## config.mk

```make
export PLATFORM = sky130hd
export DESIGN_NAME = rgb_pwm_sequencer
export DESIGN_NICKNAME = d
export VERILOG_FILES = /design/src/rtl/pwm_pkg.sv /design/src/rtl/pwm_channel.sv /design/src/rtl/rgb_pwm_sequencer.sv
export SDC_FILE = /design/constraint.sdc
export NUM_CORES = 1
export LEC_CHECK = 0
export ABC_CLOCK_PERIOD_IN_PS = 6400
export CORE_UTILIZATION = 50
export DETAILED_ROUTE_END_ITERATION = 8
export GPL_ROUTABILITY_DRIVEN = 1
export PLACE_DENSITY = 0.75
export RECOVER_POWER = 25
export SLEW_MARGIN = 5
export SYNTH_ARGS = -nofsm -noshare
export SYNTH_HDL_FRONTEND = slang
export SYNTH_SLANG_ARGS = --single-unit
```

## constraint.sdc

```tcl
create_clock -name clk -period 6.4 [get_ports clk]
set_input_delay 0.96 -clock clk [delete_from_list [all_inputs] [get_ports clk]]
set_output_delay 0.96 -clock clk [all_outputs]
set_load 0.01 [all_outputs]
```

## src/rtl/pwm_pkg.sv

```systemverilog
// ---------------------------------------------------------------------------
// pwm_pkg
// Shared types and helpers for the RGB PWM sequencer.
//   pwm_mode_t     : run mode decode of the 2-bit mode input
//   tri_wave       : triangle wave of a (W+1)-bit phase, W-bit result
//   channel_offset : phase offset of channel k, k*floor(2^(W+1)/channels)
// No ports; imported by rgb_pwm_sequencer and pwm_channel.
// ---------------------------------------------------------------------------
package pwm_pkg;

    typedef enum logic [1:0] {
        CYCLE  = 2'd0,
        HOLD   = 2'd1,
        MANUAL = 2'd2,
        OFF    = 2'd3
    } pwm_mode_t;

    // Rising half returns t, falling half mirrors it so the peak value
    // 2^w-1 appears twice and the wave is symmetric over 2^(w+1) steps.
    function automatic int unsigned tri_wave(input int unsigned t,
                                             input int unsigned w);
        int unsigned half;
        half = 32'd1 << w;
        if (t < half) begin
            return t;
        end
        return (half << 1) - 32'd1 - t;
    endfunction

    function automatic int unsigned channel_offset(input int unsigned k,
                                                   input int unsigned channels,
                                                   input int unsigned w);
        return k * ((32'd1 << (w + 32'd1)) / channels);
    endfunction

endpackage

```

## src/rtl/pwm_channel.sv

```systemverilog
// ---------------------------------------------------------------------------
// pwm_channel
// One PWM output. Latches its duty only at the frame wrap so a frame is
// never cut short or stretched, and registers the compare result.
//   clk        in  : system clock
//   reset      in  : synchronous, active-high
//   cnt        in  : shared PWM counter
//   frame_wrap in  : high on the cycle where cnt = 2^W-1
//   force_off  in  : drive the inactive level from the next edge
//   duty_next  in  : duty to latch at the next frame wrap
//   pwm        out : LED drive, inverted when ACTIVE_LOW
// ---------------------------------------------------------------------------
module pwm_channel
    import pwm_pkg::*;
#(
    parameter int unsigned PWM_WIDTH  = 8,
    parameter bit          ACTIVE_LOW = 1'b1
) (
    input  logic                 clk,
    input  logic                 reset,
    input  logic [PWM_WIDTH-1:0] cnt,
    input  logic                 frame_wrap,
    input  logic                 force_off,
    input  logic [PWM_WIDTH-1:0] duty_next,
    output logic                 pwm
);

    logic [PWM_WIDTH-1:0] duty_q;
    logic                 active;

    always_ff @(posedge clk) begin
        if (reset) begin
            duty_q <= '0;
        end else if (frame_wrap) begin
            duty_q <= duty_next;
        end
    end

    // force_off gates the pin directly; duty_q itself is only cleared at
    // the next wrap through duty_next.
    always_comb begin
        active = 1'b0;
        if (!force_off && (cnt < duty_q)) begin
            active = 1'b1;
        end
    end

    always_ff @(posedge clk) begin
        if (reset) begin
            pwm <= ACTIVE_LOW;
        end else begin
            pwm <= active ^ ACTIVE_LOW;
        end
    end

endmodule

```

## src/rtl/rgb_pwm_sequencer.sv

```systemverilog
// ---------------------------------------------------------------------------
// rgb_pwm_sequencer
// N-channel PWM colour sequencer. A shared hue phase advances once per
// STEP_CYCLES clocks in CYCLE mode; each channel's duty is a triangle wave
// of that phase, offset per channel, so the outputs fade through a colour
// cycle.
//   clk         in  : system clock (12 MHz)
//   reset       in  : synchronous, active-high
//   mode        in  : 0 CYCLE, 1 HOLD, 2 MANUAL, 3 OFF
//   duty_in     in  : manual duties, channel k at [k*W +: W]
//   pwm_out     out : LED drive per channel, polarity per ACTIVE_LOW
//   phase       out : current hue phase, W+1 bits
//   frame_start out : high while the PWM counter is 0
// ---------------------------------------------------------------------------
module rgb_pwm_sequencer
    import pwm_pkg::*;
#(
    parameter int unsigned CHANNELS    = 3,
    parameter int unsigned PWM_WIDTH   = 8,
    parameter int unsigned STEP_CYCLES = 23437,
    parameter bit          ACTIVE_LOW  = 1'b1
) (
    input  logic                          clk,
    input  logic                          reset,
    input  logic [1:0]                    mode,
    input  logic [CHANNELS*PWM_WIDTH-1:0] duty_in,
    output logic [CHANNELS-1:0]           pwm_out,
    output logic [PWM_WIDTH:0]            phase,
    output logic                          frame_start
);

    localparam int unsigned DIV_W = (STEP_CYCLES > 1) ? $clog2(STEP_CYCLES) : 1;

    logic [PWM_WIDTH-1:0] cnt;
    logic [DIV_W-1:0]     div;
    logic                 tick;
    logic                 frame_wrap;
    logic                 force_off;
    pwm_mode_t            run_mode;

    assign run_mode    = pwm_mode_t'(mode);
    assign force_off   = (run_mode == OFF);
    assign tick        = (div == DIV_W'(STEP_CYCLES - 1));
    assign frame_wrap  = (cnt == '1);
    assign frame_start = (cnt == '0);

    // PWM counter: free-running, one frame per 2^W clocks.
    always_ff @(posedge clk) begin
        if (reset) begin
            cnt <= '0;
        end else begin
            cnt <= cnt + 1'b1;
        end
    end

    // Step divider runs in every mode so HOLD/OFF never disturb the
    // tick cadence when CYCLE resumes.
    always_ff @(posedge clk) begin
        if (reset) begin
            div <= '0;
        end else if (tick) begin
            div <= '0;
        end else begin
            div <= div + 1'b1;
        end
    end

    // Hue phase wraps naturally through its W+1 bits.
    always_ff @(posedge clk) begin
        if (reset) begin
            phase <= '0;
        end else if (tick && (run_mode == CYCLE)) begin
            phase <= phase + 1'b1;
        end
    end

    for (genvar k = 0; k < CHANNELS; k++) begin : g_ch
        localparam logic [PWM_WIDTH:0] OFFSET =
            (PWM_WIDTH + 1)'(channel_offset(k, CHANNELS, PWM_WIDTH));

        logic [PWM_WIDTH:0]   t;
        logic [PWM_WIDTH-1:0] duty_next;

        // Addition in W+1 bits gives the mod-PERIOD wrap for free.
        assign t = phase + OFFSET;

        always_comb begin
            duty_next = '0;
            case (run_mode)
                CYCLE, HOLD: duty_next = PWM_WIDTH'(tri_wave(32'(t), PWM_WIDTH));
                MANUAL:      duty_next = duty_in[k*PWM_WIDTH +: PWM_WIDTH];
                default:     duty_next = '0;
            endcase
        end

        pwm_channel #(
            .PWM_WIDTH  (PWM_WIDTH),
            .ACTIVE_LOW (ACTIVE_LOW)
        ) u_ch (
            .clk        (clk),
            .reset      (reset),
            .cnt        (cnt),
            .frame_wrap (frame_wrap),
            .force_off  (force_off),
            .duty_next  (duty_next),
            .pwm        (pwm_out[k])
        );
    end

endmodule

```

==> qor.txt <==
VDD IR max = 0.0001285 V
Sw power = 0.1886 mW
Clock Root Buffer = clkbuf_8
Yosys reg bits = 59
Design Power = 0.7823 mW
Fraction of final layout cells sized beyond drive strength 1 = 5.858%
CP delay by family, top = buffers and inverters
Grt ovf = 0
Fin crit share = 53.21%
Iter 0 DRT Violations = 156
Hold WS = 0.4633 ns
Routability cong. = 0.8449
XOR/XNOR share of the synthesized area = 13.45%
Unique masters post-synth = 51
Syn nets = 508
Core ar. = 6944 um2
# diodes = 0
Number of port buffers = 40
Initial DRT Pass Iterations = 4
Clock Latency Late Sink = 0.34 ns
Power Density = 182.9 nW/um2
Critical path required time = 6.61 ns
Final Skew = 0.006712 ns
Num rows = 30
Die area = 7733 um2
Cells after DPL = 559
Cell chain of the critical path = dlygate4sd3_1, clkbuf_1, nand2b_1, nor2_1
Synth warnings = 0
Adder-Cell Fraction of Synth Area = 9.827%
Final setup viols = 0
Power share of the combinational group = 8.4%
TritonCTS Sinks = 59
Number of buffers and inverters on the critical path = 2
Routed Antenna Nets = 0
Initial antenna violation count = 0
Leak = 1.556 nW
Clock power frac = 43.4%
Cells after Synth = 451
Path type of the worst min-delay path = flip-flop to flip-flop
Largest net degree at the start of global routing = 45
Hpwl dp = 6.027 mm
Slew @ Worst Pin = 2.034 ns
CTS buffer count = 9
Post-synth top area share = 31.99%
CTS clock-pin slew for the worst setup and hold paths = 0.07 ns
Vias = 3166
Flop-to-flop setup slack = 3.94 ns
Die width = 87.94 um
Cell Int Power = 0.5936 mW
Hold_buf cts = 0
Nets@finish = 531
Setup crit end kind = flip-flop
EDFF count, synth = 0
Filler Cells Inserted = 635
Max-Cap Viols = 1
I/O pins = 41
Average wire per standard cell = 14.90 um
Post-CTS setup buffers = 0
Number of vias per cell = 5.516
Ys async rst share = 0%
Top cells by area, synth = dfxtp_1 (32%), ha_1 (9.8%), xnor2_1 (7.8%)
Post-route minimum period = 3.405 ns
Global-route wire length before repair = 14.58 mm
Sequential share of power = 48.2%
Total GRT Usage = 24.48%
Post-route setup slack = 2.995 ns
Crit-path max FO = 44
Slew margin rel. = -35.60%
Run status = finished, violations left
Failing checks = max-capacitance violations, max-slew violations
Cell taking the most area after synthesis = dfxtp_1
Most used DFF post-synth = dfxtp_1
Setup Crit Path Kind = primary input to flip-flop
Initial core utilization = 53.17%
Multiplexer share of the synthesized area = 1.084%
Simple-Gate Fraction of Synth Area = 17.76%
Final core utilization = 61.60%
Synth Area in Compound Gates = 18.37%
Setup TNS = 0 ns
Slowest cell on the critical path = clkbuf_1
CTS Buffer Depth = 2
Post-Syn Area per Cell = 8.187 um2
PostCTS Resize Cnt = 0
Dpl ws = 2.895 ns
DIE HEIGHT = 87.94 um
Slew Limit Fails = 45
CTS tree = done
Sequential-to-total area share from yosys stat = 31.99%
Final-report hold violation count = 0
Design Area, Final = 4278 um2
Placed inst area = 4090 um2
# DRC = 0
H-tree depth = 3
CP peak stage delay = 1.45 ns
Post-Syn Area = 3692 um2
Area Overhead vs Synth = 15.86%
CP startpoint kind = primary input
Switch share = 24.11%
Drt total wl = 8.550 mm
FMAX = 293.7 MHz
Post-Layout Cell Count = 574
Unrepaired setup endpoints after global routing = false
Vias in the first global route = 3086
Crit path DAT = 3.62 ns
Largest family of logic cells by synthesized area = compound AO/OA/AOI/OAI gates
layout by cell type, fill, tap and decap left out, types with 5 or more instances in the layout:
cell	count
a211oi_1	12
a21o_1	10
a21oi_1	32
clkbuf_8	10
clkdlybuf4s50_1	35
dfxtp_1	59
dlygate4sd3_1	5
ha_1	29
inv_1	30
nand2_1	39
nand2b_1	9
nand3_1	15
nor2_1	41
nor4_1	6
o21ai_0	17
xnor2_1	33
xor2_1	20
flip-flops by register name, indices dropped and copies added, names as in the netlist:
signal,count
g_ch.u_ch.duty_q,24
div,15
phase,9
cnt,8
g_ch.u_ch.pwm,3
Yosys cell counts (10+ instances only):
master	n
a21o_1	10
xor2_1	20
a211oi_1	12
nor2_1	41
clkbuf_1	17
a21oi_1	32
inv_1	30
ha_1	29
nand2_1	39
dfxtp_1	59
xnor2_1	33
o21ai_0	14
nand3_1	15
cells by family (layout without fill, tap and decap cells):
| kind of cell | Yosys count | in the layout |
|---|---|---|
| buf+inv | 64 | 91 |
| mux | 4 | 4 |
| simple gates | 137 | 137 |
| flops | 59 | 59 |
| compound gates | 103 | 103 |
| fa+ha+maj | 29 | 29 |
| xor+xnor | 55 | 55 |
layer usage:
metal / vias to the layer above / global-route usage (%) / share of wire [%]
met2: 63 / 40.80 / 47
met1: 1496 / 31.64 / 48
met3: 12 / 3.864 / 3.6
met4: 0 / 9.687 / 1.5
met5: - / 0 / 0
li1: 1595 / - / -
power by group through the flow:
stage / Combinational, mW / Sequential [mW] / Clock (mW)
floorplan: 0.0384 / 0.384 / 0
detailed placement: 0.0665 / 0.386 / 0
CTS: 0.0673 / 0.377 / 0.344
global placement: 0.0657 / 0.385 / 0
finish: 0.0659 / 0.377 / 0.339
global route: 0.0730 / 0.378 / 0.364
path summary, 6_finish.rpt:
| path | depth (start not counted) | endpoint | start |
|---|---|---|---|
| hold reg to reg | 2 | g_ch[0].u_ch.duty_q[0] | g_ch[0].u_ch.duty_q[0] |
| hold / removal | 2 | g_ch[0].u_ch.duty_q[0] | g_ch[0].u_ch.duty_q[0] |
| setup / recovery | 4 | div[8] | reset |
| setup reg to reg | 6 | g_ch[1].u_ch.duty_q[3] | cnt[1] |
worst reg2reg max path, stage by stage (launching register included):
cell,delay [ns]
dfxtp_1,0.47
ha_1,0.26
nand3_1,0.15
or3_1,0.81
a21oi_1,0.36
a22o_1,0.16
a211oi_1,0.05
area by class of cell:
class                   instances  area, um2  share of cell area, %
multi-input cells             328       2238                  52.33
flip-flops and latches         59       1181                  27.61
repair buffers                 44      426.7                  9.974
clock buffers                  10      137.6                  3.217
inverters                      32      120.1                  2.808
well taps                      96      120.1                  2.808
clock inverters                 5      53.80                  1.258
Note: power is estimated with default switching activity, not from simulation.
